<file path="config.mk">
export PLATFORM = sky130hd
export DESIGN_NAME = alg_initiator_flat
export DESIGN_NICKNAME = d
export VERILOG_FILES = /design/src/rtl/alg_initiator_pkg.sv /design/src/rtl/alg_initiator_if.sv /design/src/rtl/alg_op_fifo.sv /design/src/rtl/alg_initiator.sv /design/src/flat_wrapper.sv
export SDC_FILE = /design/constraint.sdc
export NUM_CORES = 1
export LEC_CHECK = 0
export CAP_MARGIN = 5
export CORE_MARGIN = 4
export CORE_UTILIZATION = 54
export DETAILED_ROUTE_END_ITERATION = 16
export PLACE_DENSITY = 0.8
export SYNTH_ARGS = -nofsm -noshare
export SYNTH_HDL_FRONTEND = slang
export SYNTH_HIERARCHICAL = 1
export SYNTH_SLANG_ARGS = --single-unit
export TNS_END_PERCENT = 10
</file>
<file path="constraint.sdc">
create_clock -name CLK -period 3.9 [get_ports CLK]
set_clock_uncertainty 0.05 [all_clocks]
set_input_delay 0.585 -clock CLK [delete_from_list [all_inputs] [get_ports CLK]]
set_output_delay 0.585 -clock CLK [all_outputs]
set_load 0.02 [all_outputs]
</file>
<file path="src/rtl/alg_initiator_pkg.sv">
// Shared definitions for the algorithm initiator: handshake FSM states and default data width.
package alg_initiator_pkg;

  // Operand/result MSB index used when a block does not override BITWIDTH.
  localparam int unsigned DEFAULT_BITWIDTH = 32;

  typedef enum logic [1:0] {
    ST_IDLE = 2'd0,
    ST_REQ  = 2'd1,
    ST_REL  = 2'd2
  } alg_state_e;

endpackage

</file>
<file path="src/rtl/alg_initiator_if.sv">
// Bundles the three streams around the initiator: operand input, responder start/done job
// channel and result output. Signal suffixes are relative to the initiator (master).
interface alg_initiator_if
  import alg_initiator_pkg::*;
#(
  parameter int unsigned BITWIDTH = DEFAULT_BITWIDTH
);

  // Operand stream in
  logic                in_valid_i;
  logic                in_ready_o;
  logic [BITWIDTH:0]   in_a_i;
  logic [BITWIDTH:0]   in_b_i;

  // Job channel to the responder
  logic                start_o;
  logic [BITWIDTH:0]   a_o;
  logic [BITWIDTH:0]   b_o;
  logic                done_i;
  logic [BITWIDTH:0]   y_i;

  // Result stream out
  logic                out_valid_o;
  logic                out_ready_i;
  logic [BITWIDTH:0]   out_y_o;

  modport master (
    input  in_valid_i, in_a_i, in_b_i, done_i, y_i, out_ready_i,
    output in_ready_o, start_o, a_o, b_o, out_valid_o, out_y_o
  );

  modport slave (
    output in_valid_i, in_a_i, in_b_i, done_i, y_i, out_ready_i,
    input  in_ready_o, start_o, a_o, b_o, out_valid_o, out_y_o
  );

endinterface

</file>
<file path="src/rtl/alg_op_fifo.sv">
// Synchronous operand FIFO with full/empty flags. Pointers carry one extra wrap bit so that
// full and empty are distinguished without a separate counter.
module alg_op_fifo
  import alg_initiator_pkg::*;
#(
  parameter int unsigned WIDTH = 2 * (DEFAULT_BITWIDTH + 1),
  parameter int unsigned DEPTH = 4
) (
  input  logic             CLK,
  input  logic             RST,
  input  logic             push_i,
  input  logic [WIDTH-1:0] data_i,
  input  logic             pop_i,
  output logic [WIDTH-1:0] data_o,
  output logic             full_o,
  output logic             empty_o
);

  localparam int unsigned PtrW = $clog2(DEPTH);

  logic [PtrW:0]    wr_ptr_q, wr_ptr_d;
  logic [PtrW:0]    rd_ptr_q, rd_ptr_d;
  logic [WIDTH-1:0] mem_q [DEPTH];
  logic             full, empty;
  logic             push_en, pop_en;

  assign empty = (wr_ptr_q == rd_ptr_q);
  assign full  = (wr_ptr_q[PtrW] != rd_ptr_q[PtrW]) &&
                 (wr_ptr_q[PtrW-1:0] == rd_ptr_q[PtrW-1:0]);

  // A push into a full FIFO is refused even if a pop happens in the same cycle.
  assign push_en = push_i & ~full;
  assign pop_en  = pop_i & ~empty;

  assign full_o  = full;
  assign empty_o = empty;
  assign data_o  = mem_q[rd_ptr_q[PtrW-1:0]];

  // Next pointer values; the power-of-two depth makes wrap-around implicit.
  always_comb begin
    wr_ptr_d = wr_ptr_q;
    rd_ptr_d = rd_ptr_q;
    if (push_en) wr_ptr_d = wr_ptr_q + 1'b1;
    if (pop_en)  rd_ptr_d = rd_ptr_q + 1'b1;
  end

  // Pointer registers.
  always_ff @(posedge CLK or posedge RST) begin
    if (RST) begin
      wr_ptr_q <= '0;
      rd_ptr_q <= '0;
    end else begin
      wr_ptr_q <= wr_ptr_d;
      rd_ptr_q <= rd_ptr_d;
    end
  end

  // Storage array; contents are don't-care until written.
  always_ff @(posedge CLK) begin
    if (push_en) mem_q[wr_ptr_q[PtrW-1:0]] <= data_i;
  end

endmodule

</file>
<file path="src/rtl/alg_initiator.sv">
// Requester side of the level start/done handshake. Operand pairs are queued in alg_op_fifo,
// issued one job at a time to the responder, and results are returned on a valid/ready stream.
// Optional macro ALG_TIMEOUT_EN adds a REQ watchdog that abandons a job and sets a sticky err_o.
module alg_initiator
  import alg_initiator_pkg::*;
#(
  parameter int unsigned BITWIDTH       = DEFAULT_BITWIDTH,
  parameter int unsigned FIFO_DEPTH     = 4,
  parameter int unsigned TIMEOUT_CYCLES = 64
) (
  input  logic            CLK,
  input  logic            RST,
  alg_initiator_if.master bus,
  output logic            busy_o,
  output logic            err_o
);

  localparam int unsigned DataW = BITWIDTH + 1;

  logic [2*DataW-1:0] fifo_wdata, fifo_rdata;
  logic               fifo_full, fifo_empty, fifo_pop;

  alg_state_e         state_q, state_d;
  logic [DataW-1:0]   a_q, a_d, b_q, b_d;
  logic               start_q, start_d;
  logic               out_valid_q, out_valid_d;
  logic [DataW-1:0]   out_y_q, out_y_d;
  logic               slot_free;

`ifdef ALG_TIMEOUT_EN
  localparam int unsigned CntW = $clog2(TIMEOUT_CYCLES + 1);
  logic [CntW-1:0] cnt_q, cnt_d, cnt_inc;
  logic            err_q, err_d;
  assign cnt_inc = cnt_q + 1'b1;
`endif

  assign fifo_wdata = {bus.in_a_i, bus.in_b_i};

  alg_op_fifo #(
    .WIDTH (2 * DataW),
    .DEPTH (FIFO_DEPTH)
  ) u_op_fifo (
    .CLK     (CLK),
    .RST     (RST),
    .push_i  (bus.in_valid_i),
    .data_i  (fifo_wdata),
    .pop_i   (fifo_pop),
    .data_o  (fifo_rdata),
    .full_o  (fifo_full),
    .empty_o (fifo_empty)
  );

  // Output slot is usable if empty or being drained this very cycle.
  assign slot_free = ~out_valid_q | bus.out_ready_i;

  // Handshake FSM next state, operand/result registers and FIFO pop.
  always_comb begin
    state_d     = state_q;
    a_d         = a_q;
    b_d         = b_q;
    start_d     = start_q;
    out_valid_d = out_valid_q;
    out_y_d     = out_y_q;
    fifo_pop    = 1'b0;
`ifdef ALG_TIMEOUT_EN
    cnt_d       = cnt_q;
    err_d       = err_q;
`endif

    if (out_valid_q && bus.out_ready_i) out_valid_d = 1'b0;

    case (state_q)
      ST_IDLE: begin
        // A done still high from an earlier job must clear before a new start.
        if (!fifo_empty && slot_free && !bus.done_i) begin
          state_d  = ST_REQ;
          fifo_pop = 1'b1;
          a_d      = fifo_rdata[2*DataW-1:DataW];
          b_d      = fifo_rdata[DataW-1:0];
          start_d  = 1'b1;
`ifdef ALG_TIMEOUT_EN
          cnt_d    = '0;
`endif
        end
      end
      ST_REQ: begin
`ifdef ALG_TIMEOUT_EN
        cnt_d = cnt_inc;
`endif
        if (bus.done_i) begin
          out_y_d     = bus.y_i;
          out_valid_d = 1'b1;
          start_d     = 1'b0;
          state_d     = ST_REL;
`ifdef ALG_TIMEOUT_EN
        end else if (cnt_inc == CntW'(TIMEOUT_CYCLES)) begin
          // Abandon the job: no result is produced for it.
          start_d = 1'b0;
          err_d   = 1'b1;
          state_d = ST_REL;
`endif
        end
      end
      ST_REL: begin
        if (!bus.done_i) state_d = ST_IDLE;
      end
      default: begin
        state_d = ST_IDLE;
        start_d = 1'b0;
      end
    endcase
  end

  // State and datapath registers.
  always_ff @(posedge CLK or posedge RST) begin
    if (RST) begin
      state_q     <= ST_IDLE;
      a_q         <= '0;
      b_q         <= '0;
      start_q     <= 1'b0;
      out_valid_q <= 1'b0;
      out_y_q     <= '0;
    end else begin
      state_q     <= state_d;
      a_q         <= a_d;
      b_q         <= b_d;
      start_q     <= start_d;
      out_valid_q <= out_valid_d;
      out_y_q     <= out_y_d;
    end
  end

`ifdef ALG_TIMEOUT_EN
  // Watchdog counter and sticky error flag.
  always_ff @(posedge CLK or posedge RST) begin
    if (RST) begin
      cnt_q <= '0;
      err_q <= 1'b0;
    end else begin
      cnt_q <= cnt_d;
      err_q <= err_d;
    end
  end

  assign err_o = err_q;
`else
  logic unused_timeout_cfg;
  assign unused_timeout_cfg = ^TIMEOUT_CYCLES;
  assign err_o = 1'b0;
`endif

  assign bus.in_ready_o  = ~fifo_full;
  assign bus.start_o     = start_q;
  assign bus.a_o         = a_q;
  assign bus.b_o         = b_q;
  assign bus.out_valid_o = out_valid_q;
  assign bus.out_y_o     = out_y_q;
  assign busy_o          = (state_q != ST_IDLE) | ~fifo_empty;

endmodule
</file>
<file path="src/flat_wrapper.sv">
// flat-port wrapper written by rule: the top's interface ports become plain ports
module alg_initiator_flat import alg_initiator_pkg::*;
#(
  parameter int unsigned BITWIDTH       = DEFAULT_BITWIDTH,
  parameter int unsigned FIFO_DEPTH     = 4,
  parameter int unsigned TIMEOUT_CYCLES = 64
)
  (CLK, RST, busy_o, err_o, bus_in_valid_i, bus_in_a_i, bus_in_b_i, bus_done_i, bus_y_i, bus_out_ready_i, bus_in_ready_o, bus_start_o, bus_a_o, bus_b_o, bus_out_valid_o, bus_out_y_o);
  alg_initiator_if #(.BITWIDTH(BITWIDTH)) bus_i ();
  input  logic CLK;
  input  logic RST;
  output logic busy_o;
  output logic err_o;
  input wire logic [$bits(bus_i.in_valid_i)-1:0] bus_in_valid_i;
  input wire logic [$bits(bus_i.in_a_i)-1:0] bus_in_a_i;
  input wire logic [$bits(bus_i.in_b_i)-1:0] bus_in_b_i;
  input wire logic [$bits(bus_i.done_i)-1:0] bus_done_i;
  input wire logic [$bits(bus_i.y_i)-1:0] bus_y_i;
  input wire logic [$bits(bus_i.out_ready_i)-1:0] bus_out_ready_i;
  output wire logic [$bits(bus_i.in_ready_o)-1:0] bus_in_ready_o;
  output wire logic [$bits(bus_i.start_o)-1:0] bus_start_o;
  output wire logic [$bits(bus_i.a_o)-1:0] bus_a_o;
  output wire logic [$bits(bus_i.b_o)-1:0] bus_b_o;
  output wire logic [$bits(bus_i.out_valid_o)-1:0] bus_out_valid_o;
  output wire logic [$bits(bus_i.out_y_o)-1:0] bus_out_y_o;
  assign bus_i.in_valid_i = bus_in_valid_i;
  assign bus_i.in_a_i = bus_in_a_i;
  assign bus_i.in_b_i = bus_in_b_i;
  assign bus_i.done_i = bus_done_i;
  assign bus_i.y_i = bus_y_i;
  assign bus_i.out_ready_i = bus_out_ready_i;
  assign bus_in_ready_o = bus_i.in_ready_o;
  assign bus_start_o = bus_i.start_o;
  assign bus_a_o = bus_i.a_o;
  assign bus_b_o = bus_i.b_o;
  assign bus_out_valid_o = bus_i.out_valid_o;
  assign bus_out_y_o = bus_i.out_y_o;
  alg_initiator #(.BITWIDTH(BITWIDTH), .FIFO_DEPTH(FIFO_DEPTH), .TIMEOUT_CYCLES(TIMEOUT_CYCLES)) u_core (.CLK(CLK), .RST(RST), .bus(bus_i), .busy_o(busy_o), .err_o(err_o));
endmodule
</file>
Word level (Yosys, flattened, before mapping)
Memory sizes are Yosys's and may differ from the RTL's. A register that Yosys moved wholly into a read port is not among the register bits.
Index checks and enable logic that the tools add are counted.

operators by class
  add/subtract/negate cells = 2
  eq/ne operators = 8
  mux-type cells = 14
  bitwise logic cells = 8
  reductions and logical operators = 12

operators by type and width
  cell                                                             count
  1-bit 2-to-1 mux                                                 9
  3-bit by 1-bit adder with 3-bit output, second input constant    2
  2-bit 2-to-1 mux                                                 3
  2-bit one-hot mux with 3 select lines                            1
  3-bit AND reduction                                              2
  1-bit logical AND                                                4
  2-bit != test, second input constant                             2
  1-bit NOT                                                        4
  2-bit AND reduction                                              2
  3-bit == test                                                    1
  1-bit one-hot mux with 3 select lines                            1
  1-bit bitwise AND                                                2
  2-bit by 1-bit == test with 1-bit output, second input constant  1
  2-bit == test                                                    1
  2-bit == test, second input constant                             1
  1-bit logical NOT                                                2
  2-bit logical NOT                                                1
  2-bit by 1-bit != test with 1-bit output, second input constant  1
  1-bit OR                                                         2
  2-bit nonzero test                                               1
  1-bit != test                                                    1

word-level totals
  register bits after elaboration = 43
  RAM bits = 264
  bits of input ports = 104
  logic and storage cells = 51
  memories = 1

memories
  memory                  depth  width  read ports  clocked after Yosys merged registers in  write ports  line               text
  u_core.u_op_fifo.mem_q  4      66     1           1                                        1            alg_op_fifo.sv:23  logic [WIDTH-1:0] mem_q [DEPTH];

Longest topological paths before layout
Gate-level depths: netlist of run 1.

  word-level depth = 7
  mapped depth = 12
  gate-level depth less buffers = 8

Modules after synthesis
The synthesis of run 1 kept the hierarchy.

by module, submodules not included
  module         times used  cells each  area each (um^2)  seq. area each (um^2)
  alg_op_fifo    1           395         9993.3            8077.7
  alg_initiator  1           232         3887.5            2577.5

Worst setup path after synthesis of run 1
Ideal clock, no wire load.

  kind = register to register
  start point = reg u_core.u_op_fifo.rd_ptr_q[1]
  end point = mem u_core/u_op_fifo/mem_q[3][0] (netlist bit) (enable)
  library setup time = 0.455 ns
  data arrival time = 2.834 ns
  slack = 0.560 ns
  cell stages (with the launch flop) = 4
  path buffers = 1
  clock period less this slack = 3.340 ns
  path through = dfrtp_1 -> buf_2 -> xnor2_1 -> a31oi_2

on the way
  word-level cells in the longest chain between the ends = 6

ends and longest elaborated chain
  element                                 line               text
  start: declaration                      alg_op_fifo.sv:22  logic [PtrW:0] rd_ptr_q, rd_ptr_d;
  start signal: assignment                alg_op_fifo.sv:54  rd_ptr_q <= rd_ptr_d;
  2-bit == test                           alg_op_fifo.sv:29  (wr_ptr_q[PtrW-1:0] == rd_ptr_q[PtrW-1:0]);
  1-bit logical AND                       alg_op_fifo.sv:28  assign full = (wr_ptr_q[PtrW] != rd_ptr_q[PtrW]) &&
  1-bit NOT                               alg_op_fifo.sv:32  assign push_en = push_i & ~full;
  1-bit bitwise AND                       alg_op_fifo.sv:32
  1-bit 2-to-1 mux                        alg_op_fifo.sv:60  if (push_en) mem_q[wr_ptr_q[PtrW-1:0]] <= data_i;
  1-bit 2-to-1 mux (implied by the code)  alg_op_fifo.sv:60
  end: declaration                        alg_op_fifo.sv:23

Every way passes these cells.

Worst setup path after layout of run 1
  start point = reg u_core.u_op_fifo.rd_ptr_q[0]
  end point = out bus_in_ready_o

on the way
  word-level cells in the longest chain between the ends = 3

ends and longest elaborated chain
  element               line                  text
  2-bit == test         alg_op_fifo.sv:29
  1-bit logical AND     alg_op_fifo.sv:28
  via u_core.fifo_full  alg_initiator.sv:21   logic fifo_full, fifo_empty, fifo_pop;
  1-bit NOT             alg_initiator.sv:152  assign bus.in_ready_o = ~fifo_full;
  end: declaration      flat_wrapper.sv:20    output wire logic [$bits(bus_i.in_ready_o)-1:0] bus_in_ready_o;

The timed path passes the listed nets, and every way through them passes these cells.

==> run_summary.xml, run 1 <==
<?xml version="1.0" encoding="UTF-8"?>
<metrics>
  <group name="global_route">
    <metric name="maximum_number_of_pins_on_one_net_before_global_route_repair" unit="">77</metric>
    <metric name="grt_ovf" unit="">0</metric>
    <metric name="global_route.usage.total" unit="%">19.08</metric>
    <metric name="grt_pass1_wl" unit="um">42250</metric>
    <metric name="grt_pass1_vias" unit="">7420</metric>
    <metric name="initial_antenna_violation_count" unit="">2</metric>
  </group>
  <group name="die">
    <metric name="initial_utilization" unit="%">54.96</metric>
    <metric name="design.die.area" unit="mm2">0.02834</metric>
    <metric name="floorplan.core_area" unit="mm2">0.02525</metric>
    <metric name="die_w" unit="um">168.3</metric>
    <metric name="placement_rows" unit="">58</metric>
    <metric name="number_of_top_level_design_ports" unit="">208</metric>
    <metric name="floorplan.die.height" unit="um">168.3</metric>
  </group>
  <group name="synth">
    <metric name="syn_avg_cell_area" unit="um2">22.14</metric>
    <metric name="yosysWarnings" unit="">6</metric>
    <metric name="synth_cells" unit="">627</metric>
    <metric name="ys_top_cells_by_area" unit="">sky130_fd_sc_hd__edfxtp_1, sky130_fd_sc_hd__dfrtp_1, sky130_fd_sc_hd__mux4_2, sky130_fd_sc_hd__mux2_2, sky130_fd_sc_hd__mux2_4</metric>
    <metric name="seq_area_frac_synth" unit="%">76.76</metric>
    <metric name="synth_enable_flop_cells" unit="">264</metric>
    <metric name="synth_cell_type_count" unit="">35</metric>
    <metric name="flip_flop_and_latch_count_after_synthesis" unit="">373</metric>
    <metric name="mappedNetlistArea" unit="mm2">0.01388</metric>
    <metric name="synth_async_sr_flop_share" unit="%">29.22</metric>
    <metric name="post-synth-top-area-fraction" unit="%">57.11</metric>
    <metric name="ys.flop_type" unit="">sky130_fd_sc_hd__edfxtp_1</metric>
    <metric name="synth_top_area_cell" unit="">sky130_fd_sc_hd__edfxtp_1</metric>
    <metric name="syn_nets" unit="">736</metric>
  </group>
  <group name="power_and_ir_drop">
    <metric name="p_comb_share" unit="%">33.9</metric>
    <metric name="power_per_cell_area" unit="mW/mm2">830.2</metric>
    <metric name="p_int" unit="mW">10.25</metric>
    <metric name="swShare" unit="%">29.73</metric>
    <metric name="seq_power_share" unit="%">41.9</metric>
    <metric name="p_leak" unit="nW">6.236</metric>
    <metric name="vdd.ir_drop.worst" unit="uV">512.5</metric>
    <metric name="clkPwrFrac" unit="%">24.2</metric>
    <metric name="p_switching" unit="mW">4.339</metric>
  </group>
  <group name="clocking">
    <metric name="clk_pin_slew" unit="ns">0.06</metric>
    <metric name="cts_setup_buffers" unit="">0</metric>
    <metric name="cts_buffers" unit="">37</metric>
    <metric name="root_buffer_cell" unit="">sky130_fd_sc_hd__clkbuf_16</metric>
    <metric name="clkSinkCount" unit="">373</metric>
    <metric name="worstSkewPairLatency" unit="ns">0.51</metric>
    <metric name="post_cts.resized_instances" unit="">0</metric>
    <metric name="cts_hold_buffers" unit="">0</metric>
    <metric name="cts_tree" unit="">yes</metric>
    <metric name="cts_max_level" unit="">2</metric>
    <metric name="ctsLongestPathBuffers" unit="">3</metric>
  </group>
  <group name="drt">
    <metric name="drt_drc_violations_left" unit="">0</metric>
    <metric name="post_drt_wl_per_cell" unit="um">22.07</metric>
    <metric name="viasPerCell" unit="">5.533</metric>
    <metric name="drt_first_iter_violations" unit="">447</metric>
    <metric name="drt-pass1-iter-count" unit="">4</metric>
    <metric name="routed_wirelength" unit="um">26780</metric>
    <metric name="route.antenna.remaining_nets" unit="">0</metric>
    <metric name="vias" unit="">6711</metric>
  </group>
  <group name="timing">
    <metric name="max_freq" unit="GHz">0.3064</metric>
    <metric name="fin_setup_tns" unit="ns">0</metric>
    <metric name="final-hold-violation-count" unit="">0</metric>
    <metric name="final-max-slew-violation-count" unit="">0</metric>
    <metric name="worst-slew-pin-transition" unit="ns">1.091</metric>
    <metric name="setup_viol_count_final" unit="">0</metric>
    <metric name="timing.final.crit_period" unit="ns">3.264</metric>
    <metric name="grt_setup_unrepaired" unit="">false</metric>
    <metric name="maxSlewHeadroom" unit="%">27.26</metric>
    <metric name="min_period_over_period" unit="%">83.69</metric>
  </group>
  <group name="worst_setup_path">
    <metric name="timing.rr.start" unit="">u_core/u_op_fifo/rd_ptr_q[1]$_DFFE_PP0P_</metric>
    <metric name="slowest_delay" unit="ns">0.64</metric>
    <metric name="critical-path-top-delay-family" unit="">buffers and inverters</metric>
    <metric name="setup.worst_path.class" unit="">flip-flop to output pin</metric>
    <metric name="crit_top_cell" unit="">sky130_fd_sc_hd__inv_1</metric>
    <metric name="critical_path.n_buffers_inverters" unit="">3</metric>
    <metric name="setup.worst_path.end" unit="">bus_in_ready_o</metric>
    <metric name="maximum_fanout_encountered_on_the_critical_timing_path" unit="">17</metric>
    <metric name="cp.required" unit="ns">3.26</metric>
    <metric name="worst-endpoint-arrival" unit="ns">2.63</metric>
    <metric name="timing.critical_path.slowest_stage_cell" unit="">sky130_fd_sc_hd__dfrtp_4</metric>
    <metric name="path_cells" unit="">xnor2_1 -&gt; nand3_1 -&gt; inv_1 -&gt; inv_1 -&gt; clkdlybuf4s50_1</metric>
    <metric name="worstRegToRegCells" unit="">6</metric>
    <metric name="worst_setup_path_end_kind" unit="">output pin</metric>
    <metric name="critPathLaunch" unit="">u_core/u_op_fifo/rd_ptr_q[0]$_DFFE_PP0P_</metric>
    <metric name="crit_path_start_kind" unit="">flip-flop</metric>
    <metric name="cp.depth" unit="">5</metric>
    <metric name="regToRegSetupSlack" unit="ns">1.10</metric>
    <metric name="regToRegEndpoint" unit="">u_core/bus.a_o[21]$_DFFE_PP0P_</metric>
  </group>
  <group name="layout">
    <metric name="area_growth_syn_to_layout" unit="%">26.64</metric>
    <metric name="seqCellArea" unit="mm2">0.01066</metric>
    <metric name="post_route_cells_drive_above_1_share" unit="%">26.95</metric>
    <metric name="fillerInstances" unit="">1559</metric>
    <metric name="fin_nets" unit="">964</metric>
    <metric name="final_common_cell" unit="">sky130_fd_sc_hd__edfxtp_1</metric>
    <metric name="multi_input_comb_area" unit="mm2">0.003047</metric>
    <metric name="layoutNonFillerInstCount" unit="">1213</metric>
    <metric name="insertedDiodeCount" unit="">0</metric>
    <metric name="most-common-layout-cells" unit="">sky130_fd_sc_hd__edfxtp_1, sky130_fd_sc_hd__clkdlybuf4s50_1, sky130_fd_sc_hd__dfrtp_1, sky130_fd_sc_hd__mux2_2, sky130_fd_sc_hd__mux4_2</metric>
  </group>
  <group name="placed_design">
    <metric name="gp_routability_congestion" unit="">0.8306</metric>
    <metric name="place.detailed.hpwl" unit="um">16630</metric>
    <metric name="dp.cells" unit="">1146</metric>
    <metric name="io_buf_count" unit="">206</metric>
  </group>
  <group name="outcome">
    <metric name="outcome" unit="">complete, no violations</metric>
  </group>
  <group name="run">
    <metric name="cap_violations" unit="">0</metric>
  </group>
  <group name="hold_path">
    <metric name="hold_class" unit="">input port to asynchronous set/reset pin</metric>
  </group>
</metrics>
layout make-up:
type	instances	share of cell area, %
multi-input cells	219	17.33
flip-flops and latches	373	60.66
repair buffers	216	12.44
clock buffers	50	5.780
clock inverters	17	1.253
well taps	330	2.349
inverters	8	0.1851
layer usage:
metal  wire [um]  share of wire, %  GRT usage, %
met1       10690                40         25.29
met2       13690                51         32.60
met3        1971               7.4         4.625
met4         395               1.5         4.340
met5          27              0.10             0
stage by stage:
stage / power (mW) / worst slack [ns] / instance area (um2) / hold slack, ns / util (%)
floorplan: 9.183 / 0.5603 / 13880 / 0.3260 / -
global placement: 10.98 / 1.117 / 16340 / 0.4188 / 64.71
detailed placement: 11.19 / 1.049 / 16340 / 0.4170 / 64.71
CTS: 14.80 / 0.5925 / 17580 / 0.3447 / 69.60
global route: 15.32 / 0.4531 / 17580 / 0.3604 / 69.60
finish: 14.59 / 0.6362 / 17580 / 0.3612 / 69.60
power groups by stage:
stage | sequential (mW) | clock [mW] | combinational (mW)
2_1_floorplan | 6.64 | 0 | 2.55
3_3_place_gp | 6.11 | 0 | 4.88
3_5_place_dp | 6.20 | 0 | 5.00
4_1_cts | 6.14 | 3.63 | 5.03
5_1_grt | 6.24 | 3.81 | 5.26
6_report | 6.12 | 3.54 | 4.94
how the worst min path moves through the flow:
stage,startpoint,end,slack (ns),cells after the start
2_1_floorplan,RST,u_core/u_op_fifo/rd_ptr_q[0]$_DFFE_PP0P_,0.33,1
3_3_place_gp,u_core/bus.start_o$_DFFE_PP0P_,u_core/bus.start_o$_DFFE_PP0P_,0.42,2
3_5_place_dp,u_core/bus.start_o$_DFFE_PP0P_,u_core/bus.start_o$_DFFE_PP0P_,0.42,2
4_1_cts,RST,u_core/u_op_fifo/wr_ptr_q[0]$_DFFE_PP0P_,0.34,2
5_1_grt,RST,u_core/u_op_fifo/rd_ptr_q[2]$_DFFE_PP0P_,0.36,2
6_report,RST,u_core/u_op_fifo/rd_ptr_q[2]$_DFFE_PP0P_,0.36,2
cell families (layout without fill, tap and decap cells):
| logic type | Yosys count | count (layout) | synth area share (%) |
|---|---|---|---|
| other cells | 1 | 1 | 0.02702 |
| simple gates | 24 | 24 | 0.9375 |
| flops | 373 | 373 | 76.76 |
| mux | 165 | 165 | 18.93 |
| buf+inv | 35 | 291 | 1.514 |
| compound gates | 14 | 14 | 0.6941 |
| fa+ha+maj | 5 | 5 | 0.4507 |
| xor+xnor | 10 | 10 | 0.6850 |
state kept, by name, indices dropped and copies added (netlist names):
name / count
u_core/bus.a_o: 33
u_core/bus.b_o: 33
u_core/bus.out_valid_o: 1
u_core/bus.out_y_o: 33
u_core/bus.start_o: 1
u_core/state_q: 2
u_core/u_op_fifo/mem_q: 264
u_core/u_op_fifo/rd_ptr_q: 3
u_core/u_op_fifo/wr_ptr_q: 3
synthesized netlist by cell type, types with 4 or more instances:
library cell                 n
sky130_fd_sc_hd__mux4_2     66
sky130_fd_sc_hd__inv_1       8
sky130_fd_sc_hd__ha_1        5
sky130_fd_sc_hd__clkbuf_1    4
sky130_fd_sc_hd__o31ai_1     4
sky130_fd_sc_hd__xnor2_1     5
sky130_fd_sc_hd__mux2_2     90
sky130_fd_sc_hd__dfrtp_1   109
sky130_fd_sc_hd__buf_6       5
sky130_fd_sc_hd__a21oi_1     4
sky130_fd_sc_hd__mux2_4      7
sky130_fd_sc_hd__edfxtp_1  264
sky130_fd_sc_hd__xor2_1      4
sky130_fd_sc_hd__buf_2      14
sky130_fd_sc_hd__nand2_1     7
worst reg2reg max path: stages, from the launching register on:
cell	delay [ns]
sky130_fd_sc_hd__dfrtp_4	0.77
sky130_fd_sc_hd__xor2_1	0.29
sky130_fd_sc_hd__nor3_1	0.12
sky130_fd_sc_hd__nor2_1	0.21
sky130_fd_sc_hd__nand3_4	0.51
sky130_fd_sc_hd__buf_12	0.41
sky130_fd_sc_hd__mux2_2	0.33
Power figures use the tool's default switching activity.
==> inputs of run 2 (changes only) <==
--- a/config.mk
+++ b/config.mk
@@ -7,9 +7,9 @@
 export LEC_CHECK = 0
 export CAP_MARGIN = 5
 export CORE_MARGIN = 4
-export CORE_UTILIZATION = 54
+export CORE_UTILIZATION = 49
 export DETAILED_ROUTE_END_ITERATION = 16
-export PLACE_DENSITY = 0.8
+export PLACE_DENSITY = 0.76
 export SYNTH_ARGS = -nofsm -noshare
 export SYNTH_HDL_FRONTEND = slang
 export SYNTH_HIERARCHICAL = 1
==> constraint.sdc (replaced) <==
create_clock -name CLK -period 2.7 [get_ports CLK]
set_clock_uncertainty 0.05 [all_clocks]
set_input_delay 0.405 -clock CLK [delete_from_list [all_inputs] [get_ports CLK]]
set_output_delay 0.405 -clock CLK [all_outputs]
set_load 0.02 [all_outputs]
==> run 2 against run 1 <==
  * Hold slack worse by 0.16 ns
  * First-iteration DRC count down 36%
  * Clock power up 34%
  * Design area up 0.21%
  * Critical path depth unchanged
  * Wire length down 2.9%
  * Total power up 42%
  * Die area up 9.7%
  * Sequential power up 41%
  * Cell count up 4.5%
  * Largest power group unchanged
  * Global-route usage down 2.4 points
  * Count of clock-buffer cells in the layout up 1
==> run_summary.xml, run 2 (synthesis gave the netlist of run 1 again) <==
<?xml version="1.0" encoding="UTF-8"?>
<metrics>
  <group name="clocking">
    <metric name="ctsLongestPathBuffers" unit="">3</metric>
    <metric name="clk_pin_slew" unit="ns">0.06</metric>
    <metric name="cts_hold_buffers" unit="">0</metric>
    <metric name="worstSkewPairLatency" unit="ns">0.51</metric>
    <metric name="cts_setup_buffers" unit="">0</metric>
    <metric name="cts_max_level" unit="">2</metric>
    <metric name="cts_buffers" unit="">38</metric>
    <metric name="post_cts.resized_instances" unit="">2</metric>
    <metric name="cts_tree" unit="">yes</metric>
    <metric name="clkSinkCount" unit="">373</metric>
    <metric name="root_buffer_cell" unit="">sky130_fd_sc_hd__clkbuf_16</metric>
  </group>
  <group name="drt">
    <metric name="vias" unit="">6631</metric>
    <metric name="route.antenna.remaining_nets" unit="">0</metric>
    <metric name="viasPerCell" unit="">5.234</metric>
    <metric name="routed_wirelength" unit="um">26000</metric>
    <metric name="post_drt_wl_per_cell" unit="um">20.52</metric>
    <metric name="drt-pass1-iter-count" unit="">4</metric>
    <metric name="drt_first_iter_violations" unit="">288</metric>
    <metric name="drt_drc_violations_left" unit="">0</metric>
  </group>
  <group name="die">
    <metric name="design.die.area" unit="mm2">0.03109</metric>
    <metric name="floorplan.core_area" unit="mm2">0.02786</metric>
    <metric name="die_w" unit="um">176.3</metric>
    <metric name="placement_rows" unit="">61</metric>
    <metric name="initial_utilization" unit="%">49.83</metric>
    <metric name="number_of_top_level_design_ports" unit="">208</metric>
    <metric name="floorplan.die.height" unit="um">176.3</metric>
  </group>
  <group name="timing">
    <metric name="timing.final.crit_period" unit="ns">2.669</metric>
    <metric name="max_freq" unit="GHz">0.3747</metric>
    <metric name="final-hold-violation-count" unit="">0</metric>
    <metric name="min_period_over_period" unit="%">98.85</metric>
    <metric name="maxSlewHeadroom" unit="%">26.79</metric>
    <metric name="worst-slew-pin-transition" unit="ns">1.098</metric>
    <metric name="setup_viol_count_final" unit="">0</metric>
    <metric name="fin_setup_tns" unit="ns">0</metric>
    <metric name="final-max-slew-violation-count" unit="">0</metric>
    <metric name="grt_setup_unrepaired" unit="">true</metric>
  </group>
  <group name="global_route">
    <metric name="global_route.usage.total" unit="%">16.71</metric>
    <metric name="maximum_number_of_pins_on_one_net_before_global_route_repair" unit="">67</metric>
    <metric name="gr-max-usage-layer" unit="">met2</metric>
    <metric name="initial_antenna_violation_count" unit="">1</metric>
    <metric name="grt.met3_usage" unit="%">4.368</metric>
    <metric name="met1_usage" unit="%">22.37</metric>
    <metric name="grt_ovf" unit="">0</metric>
    <metric name="grt_pass1_vias" unit="">7086</metric>
    <metric name="groute.layer.met2.usage" unit="%">28.16</metric>
    <metric name="grt_pass1_wl" unit="um">40100</metric>
  </group>
  <group name="worst_setup_path">
    <metric name="slowest_delay" unit="ns">0.55</metric>
    <metric name="maximum_fanout_encountered_on_the_critical_timing_path" unit="">7</metric>
    <metric name="regToRegSetupSlack" unit="ns">0.34</metric>
    <metric name="critical-path-top-delay-family" unit="">buffers and inverters</metric>
    <metric name="setup.worst_path.class" unit="">flip-flop to output pin</metric>
    <metric name="critical_path.n_buffers_inverters" unit="">3</metric>
    <metric name="worst-endpoint-arrival" unit="ns">2.21</metric>
    <metric name="path_cells" unit="">xnor2_2 -&gt; nand3_1 -&gt; inv_1 -&gt; inv_1 -&gt; clkdlybuf4s50_1</metric>
    <metric name="worstRegToRegCells" unit="">4</metric>
    <metric name="regToRegEndpoint" unit="">u_core/bus.a_o[20]$_DFFE_PP0P_</metric>
    <metric name="timing.critical_path.slowest_stage_cell" unit="">sky130_fd_sc_hd__clkdlybuf4s50_1</metric>
    <metric name="crit_top_cell" unit="">sky130_fd_sc_hd__inv_1</metric>
    <metric name="cp.required" unit="ns">2.25</metric>
    <metric name="timing.rr.start" unit="">u_core/u_op_fifo/rd_ptr_q[1]$_DFFE_PP0P_</metric>
    <metric name="crit_path_start_kind" unit="">flip-flop</metric>
    <metric name="worst_setup_path_end_kind" unit="">output pin</metric>
  </group>
  <group name="run">
    <metric name="cap_violations" unit="">0</metric>
  </group>
  <group name="placed_design">
    <metric name="place.detailed.hpwl" unit="um">15550</metric>
    <metric name="gp_routability_congestion" unit="">0.7453</metric>
    <metric name="io_buf_count" unit="">206</metric>
    <metric name="place_area" unit="mm2">0.01645</metric>
  </group>
  <group name="layout">
    <metric name="fillerInstances" unit="">1917</metric>
    <metric name="final_area" unit="mm2">0.01762</metric>
    <metric name="fin_nets" unit="">970</metric>
    <metric name="multi_input_comb_area" unit="mm2">0.003078</metric>
    <metric name="area_growth_syn_to_layout" unit="%">26.91</metric>
    <metric name="final_common_cell" unit="">sky130_fd_sc_hd__edfxtp_1</metric>
    <metric name="most-common-layout-cells" unit="">sky130_fd_sc_hd__edfxtp_1, sky130_fd_sc_hd__clkdlybuf4s50_1, sky130_fd_sc_hd__dfrtp_1, sky130_fd_sc_hd__mux2_2, sky130_fd_sc_hd__mux4_2</metric>
    <metric name="post_route_cells_drive_above_1_share" unit="%">27.03</metric>
    <metric name="largest_reg_flops" unit="">264</metric>
    <metric name="seqCellArea" unit="mm2">0.01066</metric>
  </group>
  <group name="hold_path">
    <metric name="hold_class" unit="">input port to asynchronous set/reset pin</metric>
  </group>
  <group name="power_and_ir_drop">
    <metric name="p_leak" unit="nW">6.221</metric>
    <metric name="power_per_cell_area" unit="mW/mm2">1175</metric>
    <metric name="vdd.ir_drop.worst" unit="uV">765.1</metric>
    <metric name="post-layout-total-power" unit="mW">20.69</metric>
  </group>
  <group name="outcome">
    <metric name="outcome" unit="">complete, no violations</metric>
  </group>
</metrics>
## run 2: where the power goes
part | switching [mW] | internal (mW) | total, mW | leakage, nW
combinational | 3.53 | 3.78 | 7.31 | 1.96
clock | 1.97 | 2.77 | 4.74 | 0.555
sequential | 0.689 | 7.95 | 8.64 | 3.70
total | 6.19 | 14.5 | 20.7 | 6.22
## run 2: worst max path at each step
stage                                               to  cells past startpoint                                startpoint  slack (ns)
2_1_floorplan            u_core/bus.a_o[0]$_DFFE_PP0P_                      1                                       RST       -0.46
3_3_place_gp   u_core/u_op_fifo/mem_q[2][28]$_DFFE_PP_                      2                            bus_in_valid_i        0.33
3_5_place_dp   u_core/u_op_fifo/mem_q[2][32]$_DFFE_PP_                      2                            bus_in_valid_i        0.30
4_1_cts                                         busy_o                      4  u_core/u_op_fifo/rd_ptr_q[0]$_DFFE_PP0P_       0.007
5_1_grt                                 bus_in_ready_o                      5  u_core/u_op_fifo/wr_ptr_q[1]$_DFFE_PP0P_        -0.1
6_report                                bus_in_ready_o                      5  u_core/u_op_fifo/wr_ptr_q[1]$_DFFE_PP0P_        0.03
## run 2: area by class of cell
type                       count  share of cell area [%]
sequential                   373                   60.53
multi-input combinational    219                   17.47
timing repair buffer         221                   12.70
clock buffer                  51                   5.853
tap                          378                   2.685
clock inverter                16                  0.5611
inverter                       8                  0.1847
antenna                        1                 0.01421
## run 2: metal layers
| layer | up-vias | part of all wire, % |
|---|---|---|
| met1 | 3416 | 41 |
| met5 | - | 0.050 |
| met4 | 2 | 1.3 |
| met2 | 210 | 50 |
| met3 | 31 | 6.9 |
| li1 | 2972 | - |
## run 2: metrics by stage
| step | hold WS (ns) | std cells | setup WS (ns) | util [%] |
|---|---|---|---|---|
| after global routing | 0.2135 | 1266 | -0.09674 | 63.22 |
| after floorplan | 0.1460 | 627 | -0.4588 | - |
| after global placement | 0.4102 | 1199 | 0.3285 | 59.06 |
| after CTS | 0.2063 | 1266 | 0.006603 | 63.17 |
| final | 0.1981 | 1267 | 0.03106 | 63.23 |
| after detailed placement | 0.4126 | 1199 | 0.3002 | 59.06 |
## run 2: worst reg2reg max path, stage by stage, from the launching register on
cell and delay [ns]:
sky130_fd_sc_hd__dfrtp_4 0.43, sky130_fd_sc_hd__buf_4 0.40, sky130_fd_sc_hd__buf_4 0.64, sky130_fd_sc_hd__mux4_2 0.44, sky130_fd_sc_hd__mux2_2 0.27
==> inputs of run 3 (changes only) <==
--- a/config.mk
+++ b/config.mk
@@ -8,8 +8,10 @@
 export CAP_MARGIN = 5
 export CORE_MARGIN = 4
 export CORE_UTILIZATION = 49
+export CTS_CLUSTER_SIZE = 8
 export DETAILED_ROUTE_END_ITERATION = 16
 export PLACE_DENSITY = 0.76
+export SETUP_SLACK_MARGIN = 0.3
 export SYNTH_ARGS = -nofsm -noshare
 export SYNTH_HDL_FRONTEND = slang
 export SYNTH_HIERARCHICAL = 1
==> run 3 against run 2 <==
  * Global-route usage grew 1.0 points
  * Combinational power grew 3.7%
  * First-iteration DRC count grew 14%
  * Core utilization grew 2.0 points
  * Critical path depth is the same
  * Count of clock-buffer cells in the layout grew 44
  * Fmax grew 14%
  * Cell count grew 3.2%
  * Via count grew 3.1%
  * Wire length grew 5.5%
==> run_summary.xml, run 3 (synthesis gave the netlist of run 1 again) <==
<?xml version="1.0" encoding="UTF-8"?>
<metrics>
  <group name="placed_design">
    <metric name="io_buf_count" unit="">206</metric>
    <metric name="dp.cells" unit="">1203</metric>
    <metric name="place_area" unit="mm2">0.01659</metric>
    <metric name="gp_routability_congestion" unit="">0.7067</metric>
    <metric name="place.detailed.hpwl" unit="um">16630</metric>
    <metric name="place_ws" unit="ns">0.3220</metric>
  </group>
  <group name="timing">
    <metric name="timing.final.crit_period" unit="ns">2.348</metric>
    <metric name="min_period_over_period" unit="%">86.96</metric>
    <metric name="pnr_worst_setup_slack" unit="ns">0.3520</metric>
    <metric name="final-hold-violation-count" unit="">0</metric>
    <metric name="max_freq" unit="GHz">0.4259</metric>
    <metric name="worst-slew-pin-transition" unit="ns">0.5645</metric>
    <metric name="setup_viol_count_final" unit="">0</metric>
    <metric name="maxSlewHeadroom" unit="%">62.37</metric>
    <metric name="final-max-slew-violation-count" unit="">0</metric>
    <metric name="grt_setup_unrepaired" unit="">true</metric>
  </group>
  <group name="layout">
    <metric name="final_area" unit="mm2">0.01817</metric>
    <metric name="largest_reg_flops" unit="">264</metric>
    <metric name="post_route_cells_drive_above_1_share" unit="%">28.13</metric>
    <metric name="layoutNonFillerInstCount" unit="">1308</metric>
    <metric name="fin_nets" unit="">993</metric>
    <metric name="area_growth_syn_to_layout" unit="%">30.92</metric>
    <metric name="final_common_cell" unit="">sky130_fd_sc_hd__edfxtp_1</metric>
    <metric name="most-common-layout-cells" unit="">sky130_fd_sc_hd__edfxtp_1, sky130_fd_sc_hd__clkdlybuf4s50_1, sky130_fd_sc_hd__dfrtp_1, sky130_fd_sc_hd__mux2_2, sky130_fd_sc_hd__mux4_2</metric>
    <metric name="fillerInstances" unit="">1877</metric>
  </group>
  <group name="clocking">
    <metric name="clkSinkCount" unit="">373</metric>
    <metric name="cts_buffers" unit="">52</metric>
    <metric name="root_buffer_cell" unit="">sky130_fd_sc_hd__clkbuf_16</metric>
    <metric name="clk_pin_slew" unit="ns">0.05</metric>
    <metric name="cts_max_level" unit="">2</metric>
    <metric name="worstSkewPairLatency" unit="ns">0.54</metric>
    <metric name="cts_tree" unit="">yes</metric>
    <metric name="ctsLongestPathBuffers" unit="">3</metric>
  </group>
  <group name="worst_setup_path">
    <metric name="worst_setup_path_end_kind" unit="">output pin</metric>
    <metric name="regToRegEndpoint" unit="">u_core/bus.a_o[3]$_DFFE_PP0P_</metric>
    <metric name="cp.required" unit="ns">2.25</metric>
    <metric name="setup.worst_path.end" unit="">bus_in_ready_o</metric>
    <metric name="timing.rr.start" unit="">u_core/u_op_fifo/rd_ptr_q[1]$_DFFE_PP0P_</metric>
    <metric name="worst-endpoint-arrival" unit="ns">1.89</metric>
    <metric name="critPathLaunch" unit="">u_core/u_op_fifo/wr_ptr_q[1]$_DFFE_PP0P_</metric>
    <metric name="worstRegToRegCells" unit="">6</metric>
    <metric name="crit_path_start_kind" unit="">flip-flop</metric>
    <metric name="setup.worst_path.class" unit="">flip-flop to output pin</metric>
    <metric name="regToRegSetupSlack" unit="ns">0.47</metric>
    <metric name="maximum_fanout_encountered_on_the_critical_timing_path" unit="">7</metric>
  </group>
  <group name="die">
    <metric name="placement_rows" unit="">61</metric>
    <metric name="floorplan.core_area" unit="mm2">0.02786</metric>
    <metric name="initial_utilization" unit="%">49.83</metric>
    <metric name="design.die.area" unit="mm2">0.03109</metric>
    <metric name="die_w" unit="um">176.3</metric>
    <metric name="floorplan.die.height" unit="um">176.3</metric>
    <metric name="number_of_top_level_design_ports" unit="">208</metric>
  </group>
  <group name="hold_path">
    <metric name="hold_class" unit="">input port to asynchronous set/reset pin</metric>
  </group>
  <group name="global_route">
    <metric name="initial_antenna_violation_count" unit="">3</metric>
    <metric name="grt_pass1_wl" unit="um">42930</metric>
    <metric name="grt_pass1_vias" unit="">7659</metric>
    <metric name="maximum_number_of_pins_on_one_net_before_global_route_repair" unit="">48</metric>
    <metric name="global_route.usage.total" unit="%">17.71</metric>
    <metric name="grt_ovf" unit="">0</metric>
  </group>
  <group name="run">
    <metric name="cap_violations" unit="">0</metric>
  </group>
  <group name="power_and_ir_drop">
    <metric name="p_leak" unit="nW">6.456</metric>
    <metric name="power_per_cell_area" unit="mW/mm2">1220</metric>
    <metric name="vdd.ir_drop.worst" unit="uV">908.5</metric>
    <metric name="post-layout-total-power" unit="mW">22.16</metric>
  </group>
  <group name="drt">
    <metric name="drt_first_iter_violations" unit="">327</metric>
    <metric name="viasPerCell" unit="">5.226</metric>
    <metric name="drt-pass1-iter-count" unit="">4</metric>
    <metric name="drt_drc_violations_left" unit="">0</metric>
    <metric name="post_drt_wl_per_cell" unit="um">20.97</metric>
    <metric name="route.antenna.remaining_nets" unit="">0</metric>
    <metric name="vias" unit="">6836</metric>
    <metric name="routed_wirelength" unit="um">27430</metric>
  </group>
  <group name="outcome">
    <metric name="outcome" unit="">complete, no violations</metric>
  </group>
</metrics>
[run 3: cell types whose count changed in the layout (fill, tap and decap cells not counted), sizes merged]
| cell | delta |
|---|---|
| clkbuf | +45 |
| clkinv | -13 |
| buf | +9 |
| clkdlybuf4s50 | -2 |
| bufinv | -1 |
| clkinvlp | +1 |
| diode | +1 |
| dlygate4sd2 | +1 |
[run 3: area by class of cell]
cell class | instances | area (um2) | area share [%]
multi-input combinational | 219 | 3100 | 17.06
tap | 378 | 473.0 | 2.603
antenna | 2 | 5.005 | 0.02754
timing repair buffer | 230 | 2377 | 13.08
inverter | 8 | 33.78 | 0.1859
clock buffer | 95 | 1473 | 8.104
clock inverter | 3 | 45.04 | 0.2479
sequential | 373 | 10670 | 58.69
[run 3: worst min path at each step]
stage                     cells past startpoint                           start                                       end
after floorplan                               1                             RST  u_core/u_op_fifo/rd_ptr_q[0]$_DFFE_PP0P_
after global placement                        2  u_core/bus.start_o$_DFFE_PP0P_            u_core/bus.start_o$_DFFE_PP0P_
after detailed placement                      2  u_core/bus.start_o$_DFFE_PP0P_            u_core/bus.start_o$_DFFE_PP0P_
final                                         2                             RST  u_core/u_op_fifo/rd_ptr_q[0]$_DFFE_PP0P_
after CTS                                     2                             RST  u_core/u_op_fifo/rd_ptr_q[1]$_DFFE_PP0P_
after global routing                          2                             RST  u_core/u_op_fifo/wr_ptr_q[2]$_DFFE_PP0P_
[run 3: critical path, stage by stage (launching register included)]
cell and delay [ns]:
sky130_fd_sc_hd__dfrtp_2 0.49, sky130_fd_sc_hd__xnor2_4 0.27, sky130_fd_sc_hd__nand3_2 0.15, sky130_fd_sc_hd__inv_1 0.09, sky130_fd_sc_hd__inv_1 0.04, sky130_fd_sc_hd__dlygate4sd2_1 0.32
[run 3: through the flow]
step           util, %  setup TNS (ns)  hold WS, ns
2_1_floorplan        -          -42.39       0.1458
3_3_place_gp     59.54               0       0.4128
3_5_place_dp     59.54               0       0.4305
4_1_cts          65.21               0       0.1543
5_1_grt          65.22               0       0.1602
6_report         65.23               0       0.1591
[run 3: layer usage]
metal  wire (um)  up-vias  global-route usage [%]
met5          13        -                       0
met4         495        2                   4.353
met3        1701       41                   4.475
met2       13940      213                   30.49
met1       11270     3554                   22.90
li1            -     3026                       -
[run 3: power by group]
group | total, mW | internal (mW) | switching [mW]
clock network | 5.90 | 3.65 | 2.25
registers | 8.69 | 7.96 | 0.731
logic | 7.58 | 3.95 | 3.63
total | 22.2 | 15.6 | 6.61
[run 3: repair_timing]
item / CTS / global route
hold buffers: 0 / 0
resized for setup: 6 / 3
hold endpoints to repair: 0 / 0
endpoints found under the setup margin: 2 / 32
buffers inserted: 5 / 0
pin swaps: 2 / 1
